`config.mk`:
```
export PLATFORM = sky130hd
export DESIGN_NAME = hazard_fwd_ctrl
export DESIGN_NICKNAME = d
export VERILOG_FILES = /design/src/rtl/hazard_pkg.sv /design/src/rtl/hazard_fwd_sel.sv /design/src/rtl/hazard_fwd_ctrl.sv
export SDC_FILE = /design/constraint.sdc
export NUM_CORES = 1
export LEC_CHECK = 0
export ABC_AREA = 1
export CAP_MARGIN = 30
export CORE_ASPECT_RATIO = 1.4
export CORE_MARGIN = 5
export CORE_UTILIZATION = 55
export CTS_CLUSTER_DIAMETER = 50
export CTS_CLUSTER_SIZE = 24
export DETAILED_ROUTE_END_ITERATION = 16
export HOLD_SLACK_MARGIN = 0.02
export PLACE_DENSITY = 0.87
export REMOVE_ABC_BUFFERS = 1
export SYNTH_ARGS = -nofsm -noshare
export SYNTH_HDL_FRONTEND = slang
export SYNTH_HIERARCHICAL = 1
export SYNTH_SLANG_ARGS = --single-unit
```
`constraint.sdc`:
```
create_clock -name clk -period 3.9 [get_ports clk]
set_input_delay 0.78 -clock clk [delete_from_list [all_inputs] [get_ports clk]]
set_output_delay 0.78 -clock clk [all_outputs]
set_load 0.1 [all_outputs]
```
`src/rtl/hazard_pkg.sv`:
```
// Shared types and constants for the forwarding / load-use control slice.
// Stage tags carry rd at MAX_AW bits so any REG_AW up to MAX_AW fits.
package hazard_pkg;

    localparam int unsigned MAX_AW = 8;

    localparam logic [1:0] FWD_NONE  = 2'b00;
    localparam logic [1:0] FWD_EXMEM = 2'b10;
    localparam logic [1:0] FWD_MEMWB = 2'b01;

    localparam logic [MAX_AW-1:0] REG_ZERO = '0;

    typedef struct packed {
        logic              v;
        logic [MAX_AW-1:0] rd;
        logic              rw;
        logic              ld;
    } stageTag_t;

endpackage

```
`src/rtl/hazard_fwd_sel.sv`:
```
// Combinational forwarding select for one source operand; EX beats MEM.
module hazard_fwd_sel
    import hazard_pkg::*;
(
    input  logic [MAX_AW-1:0] src,
    input  logic              useSrc,
    input  stageTag_t         exTag,
    input  stageTag_t         memTag,
    output logic [1:0]        fwdSel_c
);

    logic exMatch;
    logic memMatch;
    logic unusedLdBits;

    // Load flags only matter to the hazard detector, not to the select.
    assign unusedLdBits = exTag.ld ^ memTag.ld;

    always_comb begin
        exMatch  = 1'b0;
        memMatch = 1'b0;
        fwdSel_c = FWD_NONE;

        exMatch  = exTag.v && exTag.rw && (exTag.rd != REG_ZERO)
                   && (exTag.rd == src) && useSrc;
        memMatch = memTag.v && memTag.rw && (memTag.rd != REG_ZERO)
                   && (memTag.rd == src) && useSrc;

        if (exMatch) begin
            fwdSel_c = FWD_EXMEM;
        end else if (memMatch) begin
            fwdSel_c = FWD_MEMWB;
        end
    end

endmodule

```
`src/rtl/hazard_fwd_ctrl.sv`:
```
// Forwarding select registers and load-use stall/bubble for the 5-stage pipe.
// Optional performance counters are built when HAZ_PERF_EN is defined.
module hazard_fwd_ctrl
    import hazard_pkg::*;
#(
    parameter int unsigned REG_AW = 5
`ifdef HAZ_PERF_EN
    ,
    parameter int unsigned CNT_W  = 32
`endif
) (
    input  logic              clk,
    input  logic              rst_n,
    input  logic              id_valid,
    input  logic [REG_AW-1:0] id_rs,
    input  logic [REG_AW-1:0] id_rt,
    input  logic              id_use_rs,
    input  logic              id_use_rt,
    input  logic [REG_AW-1:0] id_rd,
    input  logic              id_regwrite,
    input  logic              id_memread,
    input  logic              flush,
    input  logic              hold,
    output logic [1:0]        forward_a,
    output logic [1:0]        forward_b,
    output logic              stall,
    output logic              bubble
`ifdef HAZ_PERF_EN
    ,
    output logic [CNT_W-1:0]  perf_fwd_cnt,
    output logic [CNT_W-1:0]  perf_stall_cnt
`endif
);

    stageTag_t         exTag;
    stageTag_t         memTag;
    stageTag_t         exTagNext;
    logic [MAX_AW-1:0] rsWide;
    logic [MAX_AW-1:0] rtWide;
    logic [MAX_AW-1:0] rdWide;
    logic [1:0]        selA_c;
    logic [1:0]        selB_c;
    logic [1:0]        fwdANext;
    logic [1:0]        fwdBNext;
    logic              loadUse;

    // Register indices are widened to the tag width (REG_AW must not exceed MAX_AW).
    assign rsWide = MAX_AW'(id_rs);
    assign rtWide = MAX_AW'(id_rt);
    assign rdWide = MAX_AW'(id_rd);

    hazard_fwd_sel u_selRs (
        .src      (rsWide),
        .useSrc   (id_use_rs),
        .exTag    (exTag),
        .memTag   (memTag),
        .fwdSel_c (selA_c)
    );

    hazard_fwd_sel u_selRt (
        .src      (rtWide),
        .useSrc   (id_use_rt),
        .exTag    (exTag),
        .memTag   (memTag),
        .fwdSel_c (selB_c)
    );

    // Hazard detection and next-state for the EX tag and operand selects.
    always_comb begin
        loadUse   = 1'b0;
        stall     = 1'b0;
        bubble    = 1'b0;
        exTagNext = '0;
        fwdANext  = FWD_NONE;
        fwdBNext  = FWD_NONE;

        loadUse = id_valid && exTag.v && exTag.ld && (exTag.rd != REG_ZERO)
                  && ((id_use_rs && (rsWide == exTag.rd))
                   || (id_use_rt && (rtWide == exTag.rd)));

        // Qualified by rst_n so nothing leaks out while reset is asserted.
        stall  = rst_n && !hold && loadUse;
        bubble = rst_n && !hold && (loadUse || flush);

        if (id_valid && !bubble) begin
            exTagNext.v  = 1'b1;
            exTagNext.rd = rdWide;
            exTagNext.rw = id_regwrite;
            exTagNext.ld = id_memread;
        end

        if (!bubble) begin
            fwdANext = selA_c;
            fwdBNext = selB_c;
        end
    end

    // Tag pipeline and registered selects; hold freezes everything.
    always_ff @(posedge clk or negedge rst_n) begin
        if (!rst_n) begin
            exTag     <= '0;
            memTag    <= '0;
            forward_a <= FWD_NONE;
            forward_b <= FWD_NONE;
        end else if (!hold) begin
            memTag    <= exTag;
            exTag     <= exTagNext;
            forward_a <= fwdANext;
            forward_b <= fwdBNext;
        end
    end

`ifdef HAZ_PERF_EN
    // Saturating event counters.
    always_ff @(posedge clk or negedge rst_n) begin
        if (!rst_n) begin
            perf_fwd_cnt   <= '0;
            perf_stall_cnt <= '0;
        end else if (!hold) begin
            if (((fwdANext != FWD_NONE) || (fwdBNext != FWD_NONE))
                && (perf_fwd_cnt != {CNT_W{1'b1}})) begin
                perf_fwd_cnt <= perf_fwd_cnt + CNT_W'(1);
            end
            if (stall && (perf_stall_cnt != {CNT_W{1'b1}})) begin
                perf_stall_cnt <= perf_stall_cnt + CNT_W'(1);
            end
        end
    end
`endif

endmodule
```
==> qor.yml <==
finalClockSkew_ps: 5.26
leakage_nw: 1.08
max_freq_mhz: 330
synth_warnings: 6
ios: 30
status: "finished, final reports clean"
drc: 0
drive_gt1_frac: 0.0909
fin_nets: 344
grt_pass1_wl_microns: 6980
drt_iter0_drc: 65
setup_ws_ps: 869
initial_utilization: 0.571
final_cells: 356
detail-route-antenna-nets: 0
synthCells: 254
tightestPinTransition_ps: 974
dp_slack_ps: 861
grt_overflow_total: 0
root_buffer: "clkbuf_8"
hold_viol_final: 0
numCtsBuffers: 3
die_y_microns: 74.7
insertedDiodeCount: 0
critPathMaxFanout: 10
fin_crit_sh: 0.777
max_slew_margin: 0.348
nFillCells: 234
drt_pass1_iterations: 4
start_kind: "primary input"
numClockSinks: 19
worstPathRequired_ps: 3120
grt_pass1_vias: 1651
cts_hold_buf: 0
whs_ps: 504
top_layer: "met4"
rows: 23
ir_drop_mv: 0.198
cap_violations: 0
rsz0062_at_grt: "false"
dieArea_sq_mm: 0.00420
period_minus_slack_ps: 3030
vias_per_cell: 4.69
cts_resized: 0
worstSetupEndpointType: "output pin"
powerDensity_mw_per_mm2: 249
finalSetupViolCount: 0
grt_usage: 0.212
via_count: 1668
worstSkewPairLatency_ps: 260
drt-total-wl_microns: 3990
dp_hpwl_microns: 3140
worstPathArrival_ps: 2250
wl_met3_microns: 178
min_path_type: "flop to flop"
antenna_found_initial: 0
path_clk_slew_ps: 80
wl_met2_microns: 2080
tns_ps: 0
synthesis.area_sq_mm: 0.00164
final-max-slew-violation-count: 0
dp_cells: 352
htree_levels: 1
ctsLongestPathBuffers: 2
wl_per_cell_microns: 11.2
grt_max_degree: 25
area_growth_pct: 31.6
core_area_sq_mm: 0.00288
cts_setup_buffers: 0
met1Wirelength_microns: 1640
gp_routability_congestion: 0.928
syn_area_per_cell_sq_um: 6.47
die_w_microns: 56.2
cts_tree: "yes"
worstSetupPathType: "primary input to output pin"
portBuffers: 29
-- registers in the layout, summed over array words and instances, names as in the netlist --
name	count
exTag	8
forward_a	2
forward_b	2
memTag	7
-- area by class of cell --
cell class,count,area [sq um],area share
Multi-Input combinational cell,238,1170,0.540
Clock buffer,3,41.3,0.0191
Inverter,27,101,0.0469
Sequential cell,19,475,0.220
Clock inverter,1,5.00,0.00231
Timing Repair Buffer,31,325,0.150
Tap cell,37,46.3,0.0214
-- final timing paths --
kind	from	endpoint	slack, ps	cells after the start
worst max-delay path	id_rt[3]	bubble	870	10
min in group asynchronous	rst_n	exTag[0]$_DFFE_PN0N_	730	1
max in group asynchronous	rst_n	memTag[10]$_DFFE_PN0N_	2660	2
worst min-delay path	forward_a[0]$_DFFE_PN0N_	forward_a[0]$_DFFE_PN0N_	500	2
worst max register to register	exTag[4]$_DFFE_PN0N_	forward_b[0]$_DFFE_PN0N_	2400	9
worst min register to register	forward_a[0]$_DFFE_PN0N_	forward_a[0]$_DFFE_PN0N_	500	2
-- report_power, final --
part / total [W] / internal (W) / switching [W]
combinational: 0.000160 / 0.0000752 / 0.0000851
sequential: 0.000235 / 0.000210 / 0.0000250
clock: 0.000142 / 0.0000713 / 0.0000705
-- critical path, cell delays in order --
cell,delay (ps)
clkdlybuf4s50_1,580
inv_1,70
nand2_1,60
nand2_1,60
nor2_2,100
nand3_1,80
nand2_2,100
nand2_4,100
nand2_4,130
buf_12,180
-- per-layer routing --
layer,vias to the layer above,track usage
met5,-,0
met3,9,0.0292
met4,0,0.116
met1,746,0.248
li1,868,-
met2,45,0.377
-- cell usage in the layout (no fill, tap or decap), drive strengths merged --
cell            n
clkbuf          3
nand3          11
xnor2          26
conb           36
nor2           43
and3            2
inv            27
nor3            2
dfrtp          19
nand4           8
clkinv          1
nand2          97
xor2            2
buf             4
clkdlybuf4s50  27
o21ai          11
-- metrics by stage --
stage               utilization  total power (W)  cell area, sq um
floorplan                     -         0.000335              1740
global placement          0.735         0.000392              2120
detailed placement        0.735         0.000396              2120
CTS                       0.751         0.000538              2160
global route              0.751         0.000570              2160
finish                    0.751         0.000538              2160
No activity file was read; power rests on OpenSTA's default activity.
